[config.mk]
export PLATFORM = sky130hd
export DESIGN_NAME = generador_transacciones
export DESIGN_NICKNAME = d
export VERILOG_FILES = /design/src/rtl/generador_transacciones.sv
export SDC_FILE = /design/constraint.sdc
export NUM_CORES = 1
export LEC_CHECK = 0
export CORE_MARGIN = 1.5
export CORE_UTILIZATION = 45
export DETAILED_ROUTE_END_ITERATION = 8
export DONT_BUFFER_PORTS = 1
export SLEW_MARGIN = 20
export SYNTH_ARGS = -nofsm -noshare
export SYNTH_HDL_FRONTEND = slang
export SYNTH_SLANG_ARGS = --single-unit
export TNS_END_PERCENT = 1
[constraint.sdc]
create_clock -name clk_generador -period 2.3 [get_ports clk_generador]
set_input_delay 0.23 -clock clk_generador [delete_from_list [all_inputs] [get_ports clk_generador]]
set_output_delay 0.23 -clock clk_generador [all_outputs]
set_load 0.05 [all_outputs]
[src/rtl/generador_transacciones.sv]
// I2C controller-side transaction generator: drives SCL, issues START/STOP,
// the 7-bit address, the R/W bit and one 16-bit word, and collects ACKs and
// read data returned on SDA_IN.
//
// state     | meaning
// ----------+-------------------------------------------------------------
// IDLE      | bus released (SCL=1, SDA=1), waiting for START_STB
// START     | SDA held low with SCL high for DIV/2 cycles
// ADDR      | 8 slots: A6..A0 then R/W
// ADDR_ACK  | 1 slot, SDA released, target ACK sampled
// WR_BYTE   | 8 slots of write data, MSB first
// WR_ACK    | 1 slot, SDA released, target ACK sampled
// RD_BYTE   | 8 slots, SDA released, read data shifted in MSB first
// RD_ACK    | 1 slot, generator drives ACK (first byte) or NACK (second)
// STOP      | 1 slot with SDA low; SDA rises with SCL high on exit to IDLE
module generador_transacciones #(
    parameter int DIV = 4
) (
    input  logic        clk_generador,
    input  logic        rst_generador,
    input  logic        START_STB_generador,
    input  logic        RNW_generador,
    input  logic [6:0]  I2C_ADDR_generador,
    input  logic [15:0] WR_DATA_generador,
    input  logic        SDA_IN,
    output logic        SCL,
    output logic        SDA_OUT,
    output logic        SDA_OE,
    output logic [15:0] RD_DATA_generador,
    output logic        BUSY_generador,
    output logic        NACK_ERR_generador
);

    localparam int PW = (DIV > 2) ? $clog2(DIV) : 1;
    localparam logic [PW-1:0] PH_HALF_M1 = PW'(DIV/2 - 1);
    localparam logic [PW-1:0] PH_HALF    = PW'(DIV/2);
    localparam logic [PW-1:0] PH_LAST    = PW'(DIV - 1);

    typedef enum logic [3:0] {
        S_IDLE,
        S_START,
        S_ADDR,
        S_ADDR_ACK,
        S_WR_BYTE,
        S_WR_ACK,
        S_RD_BYTE,
        S_RD_ACK,
        S_STOP
    } state_t;

    state_t        r_state;
    logic [PW-1:0] r_phase;
    logic [2:0]    r_bit;
    logic [7:0]    r_tx;
    logic          r_rnw;
    logic [15:0]   r_wr_data;
    logic          r_second;
    logic          r_ack;
    logic [15:0]   r_rd_shift;

    // Sequencer: phase counter within a bit slot, slot-to-slot transitions and
    // all registered bus outputs. Each slot's SDA value is set on the same edge
    // that drops SCL, so SDA only moves while SCL is low.
    always_ff @(posedge clk_generador or posedge rst_generador) begin
        if (rst_generador) begin
            r_state            <= S_IDLE;
            r_phase            <= '0;
            r_bit              <= '0;
            r_tx               <= '0;
            r_rnw              <= 1'b0;
            r_wr_data          <= '0;
            r_second           <= 1'b0;
            r_ack              <= 1'b0;
            r_rd_shift         <= '0;
            SCL                <= 1'b1;
            SDA_OUT            <= 1'b1;
            SDA_OE             <= 1'b1;
            RD_DATA_generador  <= '0;
            BUSY_generador     <= 1'b0;
            NACK_ERR_generador <= 1'b0;
        end else begin
            case (r_state)
                S_IDLE: begin
                    if (START_STB_generador) begin
                        r_tx               <= {I2C_ADDR_generador, RNW_generador};
                        r_rnw              <= RNW_generador;
                        r_wr_data          <= WR_DATA_generador;
                        r_phase            <= '0;
                        BUSY_generador     <= 1'b1;
                        NACK_ERR_generador <= 1'b0;
                        SDA_OUT            <= 1'b0;
                        r_state            <= S_START;
                    end
                end

                S_START: begin
                    if (r_phase == PH_HALF_M1) begin
                        r_phase <= '0;
                        r_bit   <= '0;
                        SCL     <= 1'b0;
                        SDA_OUT <= r_tx[7];
                        SDA_OE  <= 1'b1;
                        r_state <= S_ADDR;
                    end else begin
                        r_phase <= r_phase + 1'b1;
                    end
                end

                default: begin
                    if (r_phase == PH_LAST) begin
                        r_phase <= '0;
                    end else begin
                        r_phase <= r_phase + 1'b1;
                    end

                    if (r_phase == PH_HALF_M1) begin
                        SCL <= 1'b1;
                    end

                    // SDA_IN is only looked at in slots where the target owns SDA
                    if (r_phase == PH_HALF) begin
                        case (r_state)
                            S_ADDR_ACK, S_WR_ACK: r_ack <= SDA_IN;
                            S_RD_BYTE: begin
                                r_rd_shift <= {r_rd_shift[14:0], SDA_IN};
                                if (r_second && (r_bit == 3'd7)) begin
                                    RD_DATA_generador <= {r_rd_shift[14:0], SDA_IN};
                                end
                            end
                            default: ;
                        endcase
                    end

                    if (r_phase == PH_LAST) begin
                        SCL <= 1'b0;
                        case (r_state)
                            S_ADDR: begin
                                if (r_bit == 3'd7) begin
                                    SDA_OE  <= 1'b0;
                                    SDA_OUT <= 1'b1;
                                    r_state <= S_ADDR_ACK;
                                end else begin
                                    r_bit   <= r_bit + 3'd1;
                                    r_tx    <= {r_tx[6:0], 1'b0};
                                    SDA_OUT <= r_tx[6];
                                end
                            end
                            S_ADDR_ACK: begin
                                r_bit    <= '0;
                                r_second <= 1'b0;
                                if (r_ack) begin
                                    NACK_ERR_generador <= 1'b1;
                                    SDA_OE  <= 1'b1;
                                    SDA_OUT <= 1'b0;
                                    r_state <= S_STOP;
                                end else if (r_rnw) begin
                                    SDA_OE  <= 1'b0;
                                    r_state <= S_RD_BYTE;
                                end else begin
                                    r_tx    <= r_wr_data[15:8];
                                    SDA_OE  <= 1'b1;
                                    SDA_OUT <= r_wr_data[15];
                                    r_state <= S_WR_BYTE;
                                end
                            end
                            S_WR_BYTE: begin
                                if (r_bit == 3'd7) begin
                                    SDA_OE  <= 1'b0;
                                    SDA_OUT <= 1'b1;
                                    r_state <= S_WR_ACK;
                                end else begin
                                    r_bit   <= r_bit + 3'd1;
                                    r_tx    <= {r_tx[6:0], 1'b0};
                                    SDA_OUT <= r_tx[6];
                                end
                            end
                            S_WR_ACK: begin
                                if (r_ack) begin
                                    NACK_ERR_generador <= 1'b1;
                                end
                                SDA_OE <= 1'b1;
                                if (r_ack || r_second) begin
                                    SDA_OUT <= 1'b0;
                                    r_state <= S_STOP;
                                end else begin
                                    r_second <= 1'b1;
                                    r_bit    <= '0;
                                    r_tx     <= r_wr_data[7:0];
                                    SDA_OUT  <= r_wr_data[7];
                                    r_state  <= S_WR_BYTE;
                                end
                            end
                            S_RD_BYTE: begin
                                if (r_bit == 3'd7) begin
                                    SDA_OE  <= 1'b1;
                                    SDA_OUT <= r_second;
                                    r_state <= S_RD_ACK;
                                end else begin
                                    r_bit <= r_bit + 3'd1;
                                end
                            end
                            S_RD_ACK: begin
                                if (r_second) begin
                                    SDA_OE  <= 1'b1;
                                    SDA_OUT <= 1'b0;
                                    r_state <= S_STOP;
                                end else begin
                                    r_second <= 1'b1;
                                    r_bit    <= '0;
                                    SDA_OE   <= 1'b0;
                                    SDA_OUT  <= 1'b1;
                                    r_state  <= S_RD_BYTE;
                                end
                            end
                            S_STOP: begin
                                // SCL is already high here; releasing SDA now forms STOP
                                SCL            <= 1'b1;
                                SDA_OUT        <= 1'b1;
                                SDA_OE         <= 1'b1;
                                BUSY_generador <= 1'b0;
                                r_state        <= S_IDLE;
                            end
                            default: r_state <= S_IDLE;
                        endcase
                    end
                end
            endcase
        end
    end

endmodule

Yosys cells after proc, flatten, opt, wreduce, memory -nomap -nowiden
Index checks and enable logic that the tools add are counted.
{"block": "totals", "regBits": 72, "inputBits": 28, "output_inout_bits": 21, "elab_cells": 146}
{"block": "op_classes", "addsub": 2, "eq_ne": 28, "mux": 65, "n_bitwise": 3, "n_reduce_logical": 33}
{"op": "8-bit two-way mux", "count": 6}
{"op": "4-bit two-way mux", "count": 9}
{"op": "1-bit two-way mux", "count": 26}
{"op": "4-bit case mux with 6 select lines", "count": 1}
{"op": "8-bit case mux with 3 select lines", "count": 1}
{"op": "6-bit AND reduction", "count": 3}
{"op": "4-bit by 3-bit == test with 1-bit output (second input constant)", "count": 4}
{"op": "8-bit case mux with 2 select lines", "count": 1}
{"op": "3-bit two-way mux", "count": 5}
{"op": "3-bit inequality test (second input constant)", "count": 5}
{"op": "4-bit inequality test (second input constant)", "count": 3}
{"op": "3-bit case mux with 4 select lines", "count": 1}
{"op": "4-bit AND reduction", "count": 3}
{"op": "2-bit nonzero test", "count": 6}
{"op": "1-bit case mux with 2 select lines", "count": 5}
{"op": "3-bit by 2-bit inequality test with 1-bit output (second input constant)", "count": 3}
{"op": "3-bit AND reduction", "count": 3}
{"op": "4-bit by 2-bit == test with 1-bit output (second input constant)", "count": 2}
{"op": "2-bit two-way mux", "count": 4}
{"op": "4-bit case mux with 2 select lines", "count": 1}
{"op": "8-bit AND reduction", "count": 1}
{"op": "8-bit nonzero test", "count": 1}
{"op": "2-bit OR reduction", "count": 4}
{"op": "7-bit AND reduction", "count": 1}
{"op": "other kinds (26)", "count": 32}

Logic depth before layout (Yosys ltp)
Gate-level depths: netlist of run 1.
{"block": "logic_depth", "depth_word": 5, "depth_mapped": 8, "mapped_depth_nobuf": 7}

Worst setup path after synthesis of run 1
Ideal clock, no wire load.
{"block": "synth_path", "path_kind": "flip-flop to flip-flop", "start": "reg r_bit[0]", "end": "reg r_tx[0]", "setup_time_ps": 125, "arrival_ps": 1883, "required_ps": 2175, "path_slack_ps": 292, "path_stages_with_launch": 8, "n_path_buf": 1, "synth_period_minus_slack_ps": 2008, "path_cell_list": "dfrtp_1 > ha_1 > ha_1 > clkbuf_1 > nor2b_1 > o41ai_4 > nand3_4 > mux2_4"}
{"block": "synth_via", "elab_chain_len": 3}
{"item": "from (decl)", "line_no": "53", "rtl": "logic [2:0] r_bit;"}
{"item": "from (signal assigned)", "line_no": "143", "rtl": "r_bit <= r_bit + 3'd1;"}
{"item": "from (signal assigned)", "line_no": "172", "rtl": "r_bit <= r_bit + 3'd1;"}
{"item": "from (signal assigned)", "line_no": "199", "rtl": "r_bit <= r_bit + 3'd1;"}
{"item": "3-bit == test", "line_no": "138, 167"}
{"item": "3-bit by 2-bit inequality test with 1-bit output (no source line)"}
{"item": "8-bit AND reduction (no source line)"}
{"item": "to (signal assigned)", "line_no": "144", "rtl": "r_tx <= {r_tx[6:0], 1'b0};"}
{"item": "to (signal assigned)", "line_no": "160", "rtl": "r_tx <= r_wr_data[15:8];"}
{"item": "to (signal assigned)", "line_no": "173", "rtl": "r_tx <= {r_tx[6:0], 1'b0};"}
{"item": "to (decl)", "line_no": "54", "rtl": "logic [7:0] r_tx;"}
No other way between the ends.
A chain may end at the register's enable or synchronous reset.

Worst setup path after layout of run 1
{"block": "layout_path", "start": "reg r_state[1]", "end": "reg r_state[0]"}
{"block": "layout_via", "elab_chain_len": 4, "elab_cells_between_ends": 18, "cone_classes": "eq/ne (12); mux (3); reduce/logical (3)"}
{"item": "from (decl)", "line_no": "51", "rtl": "state_t r_state;"}
{"item": "from (signal assigned)", "line_no": "66", "rtl": "r_state <= S_IDLE;"}
{"item": "from (signal assigned)", "line_no": "92", "rtl": "r_state <= S_START;"}
{"item": "from (signal assigned)", "line_no": "103", "rtl": "r_state <= S_ADDR;"}
{"item": "4-bit by 3-bit == test with 1-bit output or 4-bit by 2-bit == test with 1-bit output (tied branches)", "line_no": "136", "rtl": "case (r_state)"}
{"item": "4-bit case mux with 6 select lines", "line_no": "136"}
{"item": "4-bit two-way mux", "line_no": "134", "rtl": "if (r_phase == PH_LAST) begin"}
{"item": "4-bit case mux with 2 select lines", "line_no": "82", "rtl": "case (r_state)"}
Several ways; a longest one is shown, not always the timed one. The select of a mux whose other input is x is not followed.

==> reports/qor.txt, run 1 <==
Status -> finished, final reports clean
Drt via density -> 5.570
Worst VDD drop -> 0.3814 mV
Util after Layout -> 0.5024
Post-synth top flop -> dfrtp_1
Largest cells by area after synthesis -> dfrtp_1, mux2_2, nand2_1
Post-synth EDFFs -> 0
Total number of vias -> 2,640
Post-synth ARST share -> 1.000
Area growth syn-to-layout -> 9.231%
Fmax -> 0.4717 GHz
Endpoints failing setup -> 0
Antenna viol nets, final -> 0
DIE AREA -> 0.008870 mm^2
Most common cell in the netlist -> nand2_1
Clk_lat worst skew -> 350 ps
CTS max path bufs -> 2
Crit Path Max Fanout -> 18
Avg Inst Size Synth -> 10.42 um^2
Worst Tran Pin Value -> 493.2 ps
Chip width -> 94.18 um
Fin Hold WS -> 20.81 ps
1st-iter DRT viols -> 173
Number of global-route vias before repair -> 2,607
Crit share post-route -> 0.9217
Pleak -> 1.926 nW
Yosys top cell area share -> 0.4615
Layout Cells excl Fill -> 474
Core area -> 0.008134 mm^2
Slew Viols, Final -> 0
Synth Register Bits -> 72
Final Skew -> 16.11 ps
Worst hold path type -> in2reg
# nets final -> 398
Syn nets -> 393
Clock-pin slew on the worst setup and hold paths -> 90 ps
Die height -> 94.18 um
First-pass GRT wire length -> 13,280 um
Starting density of the core -> 0.4599
I/O Buffers -> 0
Rel. slew slack -> 0.6712
Num CTS Buffers -> 9
IO Pins -> 49
DRC viols -> 0
H-tree levels -> 3
RSZ-0062 raised after global routing -> no
Gr usage total -> 0.1924
Layout cells sized above 1 -> 0.2737
Netlist Area Pre-Place -> 0.003741 mm^2
TritonCTS clock tree -> done
Initial antenna violation count -> 0
Antenna cells -> 0
Hold Fails Final Rpt -> 0
CP max stage cell -> or3_1
Slowest stage delay, CP -> 600 ps
PD cells -> 1315 mW/mm^2
Library cells used by synthesis -> 53
GRT overflow -> 0
Cell count after synthesis -> 359
Critical Path End Type -> flop
Post-synth top cells -> nand2_1, dfrtp_1, mux2_2
First-pass DRT Iterations -> 5
Top Family by Delay on Critical Path -> multiplexers
Final Power -> 5.372 mW
Clk sinks -> 72
Setup TNS -> 0 ps
Worst Path Arrival -> 2350 ps
Critical Path, Cell by Cell -> or3_1 > mux2i_1 > a31o_2 > mux2_2
Routed WL per cell -> 17.01 um
Clock Tree Root -> clkbuf_8
Min cycle time layout -> 2120 ps
Dpl cells -> 456
Routability cong. -> 0.9216
Register area share after synthesis -> 0.4826
WP buf/inv -> 0
Site Rows -> 33
Synth area leader -> dfrtp_1
Yosys warns -> 0
Max_cap viols -> 0
Worst setup path class -> reg2reg
Crit start category -> flop
Hpwl dp -> 5490 um
Largest net degree at the start of global routing -> 73
CP Data Required Time -> 2530 ps
Final Routed Wirelength -> 8062 um
## cells in the final DEF (no fill, tap or decap), drive strengths merged, types with 2 or more instances in the layout
cell type	instances
a22o	2
clkinvlp	2
a31oi	3
nor3	3
nand3	6
a21o	3
nand2b	4
clkinv	2
o211ai	11
nand2	76
and3	2
dfrtp	69
mux2i	2
nor2	9
a31o	8
buf	18
or3	2
nand4	2
a21oi	12
ha	6
clkbuf	10
o21a	3
dfstp	3
nor2b	5
dlygate4sd3	2
inv	10
or4	2
nand3b	7
mux2	47
o21ai	21
## cells by family (layout without fill, tap and decap cells)
| group | Yosys count | count (layout) | synth area share |
|---|---|---|---|
| AND/OR/NAND/NOR | 124 | 124 | 0.1619 |
| XOR/XNOR | 1 | 1 | 0.002342 |
| multiplexers | 49 | 49 | 0.1549 |
| buffers and inverters | 34 | 44 | 0.04381 |
| flip-flops | 72 | 72 | 0.4826 |
| adder cells (fa/ha/maj) | 6 | 6 | 0.02007 |
| AO/OA/AOI/OAI | 73 | 73 | 0.1345 |
## sequential cells by signal, summed over array words and instances (netlist names), 2 cells and up
signal / count
RD_DATA_generador: 16
r_wr_data: 16
r_rd_shift: 15
r_tx: 8
r_state: 4
r_bit: 3
r_phase: 2
## final cells by class
| type | count | area [um^2] |
|---|---|---|
| Sequential cell | 72 | 1805 |
| Tap cell | 105 | 131.4 |
| Clock buffer | 10 | 137.6 |
| Multi-Input combinational cell | 253 | 1772 |
| Clock inverter | 6 | 42.54 |
| Timing Repair Buffer | 20 | 167.7 |
| Fill cell | 755 | 4048 |
| Inverter | 8 | 30.03 |
## per-layer routing
layer	vias up	wire length, um	global-route usage	part of all wire
li1	1270	-	-	-
met1	1313	3895	0.2612	0.48
met2	49	3691	0.2956	0.46
met3	8	382	0.05421	0.047
met4	0	92	0.06219	0.011
met5	-	0	0	0
## power by group
| part | switching, mW | leakage [nW] | internal, mW | total (mW) |
|---|---|---|---|---|
| registers | 0.446 | 0.914 | 1.65 | 2.10 |
| clock network | 0.508 | 0.0891 | 0.425 | 0.933 |
| logic | 1.18 | 0.923 | 1.16 | 2.34 |
| total | 2.14 | 1.93 | 3.24 | 5.37 |
## worst paths after layout
path                                            start                          endpoint  slack, ps  cells past startpoint
max                            r_state[1]$_DFFE_PP0P_            r_state[0]$_DFFE_PP0P_        180                      4
min                              WR_DATA_generador[5]          r_wr_data[5]$_DFFE_PP0P_         20                      1
max in group asynchronous               rst_generador                   SCL$_DFFE_PP1P_       1530                      3
min in group asynchronous               rst_generador  RD_DATA_generador[5]$_DFFE_PP0P_        410                      3
min reg2reg                r_rd_shift[14]$_DFFE_PP0P_        r_rd_shift[14]$_DFFE_PP0P_        480                      2
max reg2reg                    r_state[1]$_DFFE_PP0P_            r_state[0]$_DFFE_PP0P_        180                      4
## metrics by stage
stage               cell area, um^2  setup slack [ps]
floorplan                      3741             250.0
global placement               3886             265.1
detailed placement             3886             216.2
CTS                            4086             208.8
global route                   4086             60.32
finish                         4086             180.0
## timing repair
item / CTS / global route
endpoints found under the hold margin: 70 / 0
resized for setup: 0 / 0
hold buffers: 2 / 0
setup buffers: 0 / 0
## worst reg2reg max path: cells and delay by family, from the launching register on
family | cells | cell delay [ps]
AND/OR/NAND/NOR | 1 | 600
multiplexers | 2 | 650
AO/OA/AOI/OAI | 1 | 220
flip-flops | 1 | 550
(Power assumes the default switching activity.)
==> inputs of run 2 (changes only) <==
--- a/config.mk
+++ b/config.mk
@@ -5,10 +5,12 @@
 export SDC_FILE = /design/constraint.sdc
 export NUM_CORES = 1
 export LEC_CHECK = 0
+export CAP_MARGIN = 25
 export CORE_MARGIN = 1.5
 export CORE_UTILIZATION = 45
 export DETAILED_ROUTE_END_ITERATION = 8
 export DONT_BUFFER_PORTS = 1
+export SKIP_CTS_REPAIR_TIMING = 1
 export SLEW_MARGIN = 20
 export SYNTH_ARGS = -nofsm -noshare
 export SYNTH_HDL_FRONTEND = slang
==> run 2 against run 1 <==
  * Global-route usage unchanged
  * Final area unchanged
  * Count of clock-buffer cells in the layout did not move
  * Largest power group unchanged
  * Cell count did not move
  * Power about the same
  * Clock skew did not move
  * Sequential share of layout area did not move
  * Combinational power hardly changed
  * Wire length barely moved
  * Sequential power hardly changed
==> reports/qor.txt, run 2 (synthesis results as in run 1) <==
Status -> finished, final reports clean
Crit share post-route -> 0.9214 (about the same)
Final Routed Wirelength -> 8059 um (about the same)
Clock-pin slew on the worst setup and hold paths -> 90 ps (about the same)
GRT overflow -> 0 (unchanged)
Commonest non-fill, non-tap cell in the layout -> nand2_1
1st-iter DRT viols -> 171 (-1.2%)
Clock power frac -> 0.174 (about the same)
Worst Path Arrival -> 2350 ps (about the same)
Total number of vias -> 2,650 (+0.38%)
Site Rows -> 33 (unchanged)
Critical Path End Type -> flop
IO Pins -> 49 (unchanged)
Initial antenna violation count -> 0 (unchanged)
Clk sinks -> 72 (unchanged)
Hold Fails Final Rpt -> 0 (unchanged)
Num CTS Buffers -> 9 (unchanged)
Slew Viols, Final -> 0 (unchanged)
Drt via density -> 5.591 (+0.38%)
Top Family by Delay on Critical Path -> multiplexers
Gr usage total -> 0.1924 (unchanged)
Internal power -> 3.235 mW (about the same)
Fin Hold WS -> 20.89 ps (+0.07670 ps)
Dpl cells -> 456 (unchanged)
RSZ-0062 raised after global routing -> no
Max_cap viols -> 0 (unchanged)
Switching share of power -> 0.3978 (about the same)
Pleak -> 1.926 nW (unchanged)
Commonest cells after routing, fill and taps aside -> nand2_1, dfrtp_1, mux2_2
PD cells -> 1315 mW/mm^2 (about the same)
Number of global-route vias before repair -> 2,607 (unchanged)
Die height -> 94.18 um (unchanged)
# nets final -> 398 (unchanged)
Layout cells sized above 1 -> 0.2737 (unchanged)
TritonCTS clock tree -> done
Chip width -> 94.18 um (unchanged)
Worst hold path type -> in2reg
Area post-placement -> 0.003886 mm^2 (unchanged)
Switching power -> 2.137 mW (about the same)
Logic pwr share -> 0.436 (about the same)
Largest net degree at the start of global routing -> 73 (unchanged)
Slowest stage delay, CP -> 600 ps (about the same)
Min cycle time layout -> 2119 ps (-0.8410 ps)
Core area -> 0.008134 mm^2 (unchanged)
Seq pwr share -> 0.391 (about the same)
DIE AREA -> 0.008870 mm^2 (unchanged)
First-pass DRT Iterations -> 4 (-1)
Endpoints failing setup -> 0 (unchanged)
First-pass GRT wire length -> 13,280 um (unchanged)
Starting density of the core -> 0.4599 (unchanged)
DP Worst Slack -> 216.2 ps (unchanged)
Antenna cells -> 0 (unchanged)
Antenna viol nets, final -> 0 (unchanged)
Crit Path Max Fanout -> 18 (unchanged)
Largest regs -> RD_DATA_generador (16), r_wr_data (16), r_rd_shift (15)
Hpwl dp -> 5490 um (unchanged)
Worst setup path class -> reg2reg
Final WS setup -> 180.9 ps (+0.8410 ps)
Util after Layout -> 0.5024 (unchanged)
Final Skew -> 16.11 ps (unchanged)
Final Instance Area -> 0.004086 mm^2 (unchanged)
Crit start category -> flop
Final Power -> 5.373 mW (about the same)
Critical Path, Cell by Cell -> or3_1 > mux2i_1 > a31o_2 > mux2_2
Routability cong. -> 0.9216 (unchanged)
Fmax -> 0.4719 GHz (about the same)
CTS max path bufs -> 2 (unchanged)
WP buf/inv -> 0 (unchanged)
Clock Tree Root -> clkbuf_8
CP max stage cell -> or3_1
H-tree levels -> 3 (unchanged)
I/O Buffers -> 0 (unchanged)
Routed WL per cell -> 17.00 um (about the same)
Rel. slew slack -> 0.6712 (unchanged)
DRC viols -> 0 (unchanged)
Area growth syn-to-layout -> 9.231% (unchanged)
Worst Tran Pin Value -> 493.2 ps (unchanged)
Worst VDD drop -> 0.3815 mV (about the same)
Clk_lat worst skew -> 350 ps (about the same)
Layout Cells excl Fill -> 474 (unchanged)
Setup TNS -> 0 ps (unchanged)
CP Data Required Time -> 2530 ps (about the same)
run 2: cell counts in the layout (fill, tap and decap cells not counted):
No cell type changed its count.
run 2: worst register-to-register path, delay by kind of cell (launching register included):
family | cells | cell delay [ps]
muxes | 2 | 650
and+or+nand+nor | 1 | 600
DFF | 1 | 550
AOI/OAI and AO/OA | 1 | 220
run 2: worst paths after layout:
path	from	end	slack (ps)	cells after the start
min in group asynchronous	rst_generador	RD_DATA_generador[5]$_DFFE_PP0P_	410	3
min reg2reg	r_rd_shift[14]$_DFFE_PP0P_	r_rd_shift[14]$_DFFE_PP0P_	480	2
max reg2reg	r_state[1]$_DFFE_PP0P_	r_state[0]$_DFFE_PP0P_	180	4
max in group asynchronous	rst_generador	SCL$_DFFE_PP1P_	1530	3
max	r_state[1]$_DFFE_PP0P_	r_state[0]$_DFFE_PP0P_	180	4
min	WR_DATA_generador[5]	r_wr_data[5]$_DFFE_PP0P_	20	1
run 2: layout make-up:
cell class / instances / area (um^2)
tap: 105 / 131.4
sequential: 72 / 1805
fill: 755 / 4048
timing repair buffer: 20 / 167.7
multi-input combinational: 253 / 1772
clock inverter: 6 / 42.54
inverter: 8 / 30.03
clock buffer: 10 / 137.6
run 2: power groups by stage:
| stage | combinational, mW | clock [mW] | sequential (mW) |
|---|---|---|---|
| after detailed placement | 2.33 | 0 | 2.11 |
| after floorplan | 2.01 | 0 | 1.94 |
| final | 2.34 | 0.932 | 2.10 |
| after CTS | 2.33 | 0.955 | 2.09 |
| after global placement | 2.31 | 0 | 2.11 |
| after global routing | 2.58 | 1.01 | 2.14 |
run 2: metal layers:
layer | GRT usage | up-vias | wire length [um]
li1 | - | 1270 | -
met1 | 0.2602 | 1319 | 3881
met2 | 0.2956 | 51 | 3692
met3 | 0.05583 | 10 | 388
met4 | 0.06219 | 0 | 96
met5 | 0 | - | 0
==> inputs of run 3 (changes only) <==
--- a/config.mk
+++ b/config.mk
@@ -5,7 +5,6 @@
 export SDC_FILE = /design/constraint.sdc
 export NUM_CORES = 1
 export LEC_CHECK = 0
-export CAP_MARGIN = 25
 export CORE_MARGIN = 1.5
 export CORE_UTILIZATION = 45
 export DETAILED_ROUTE_END_ITERATION = 8
==> results of run 3 <==
No change in the layout: final DEF, timing and power equal those of run 2.
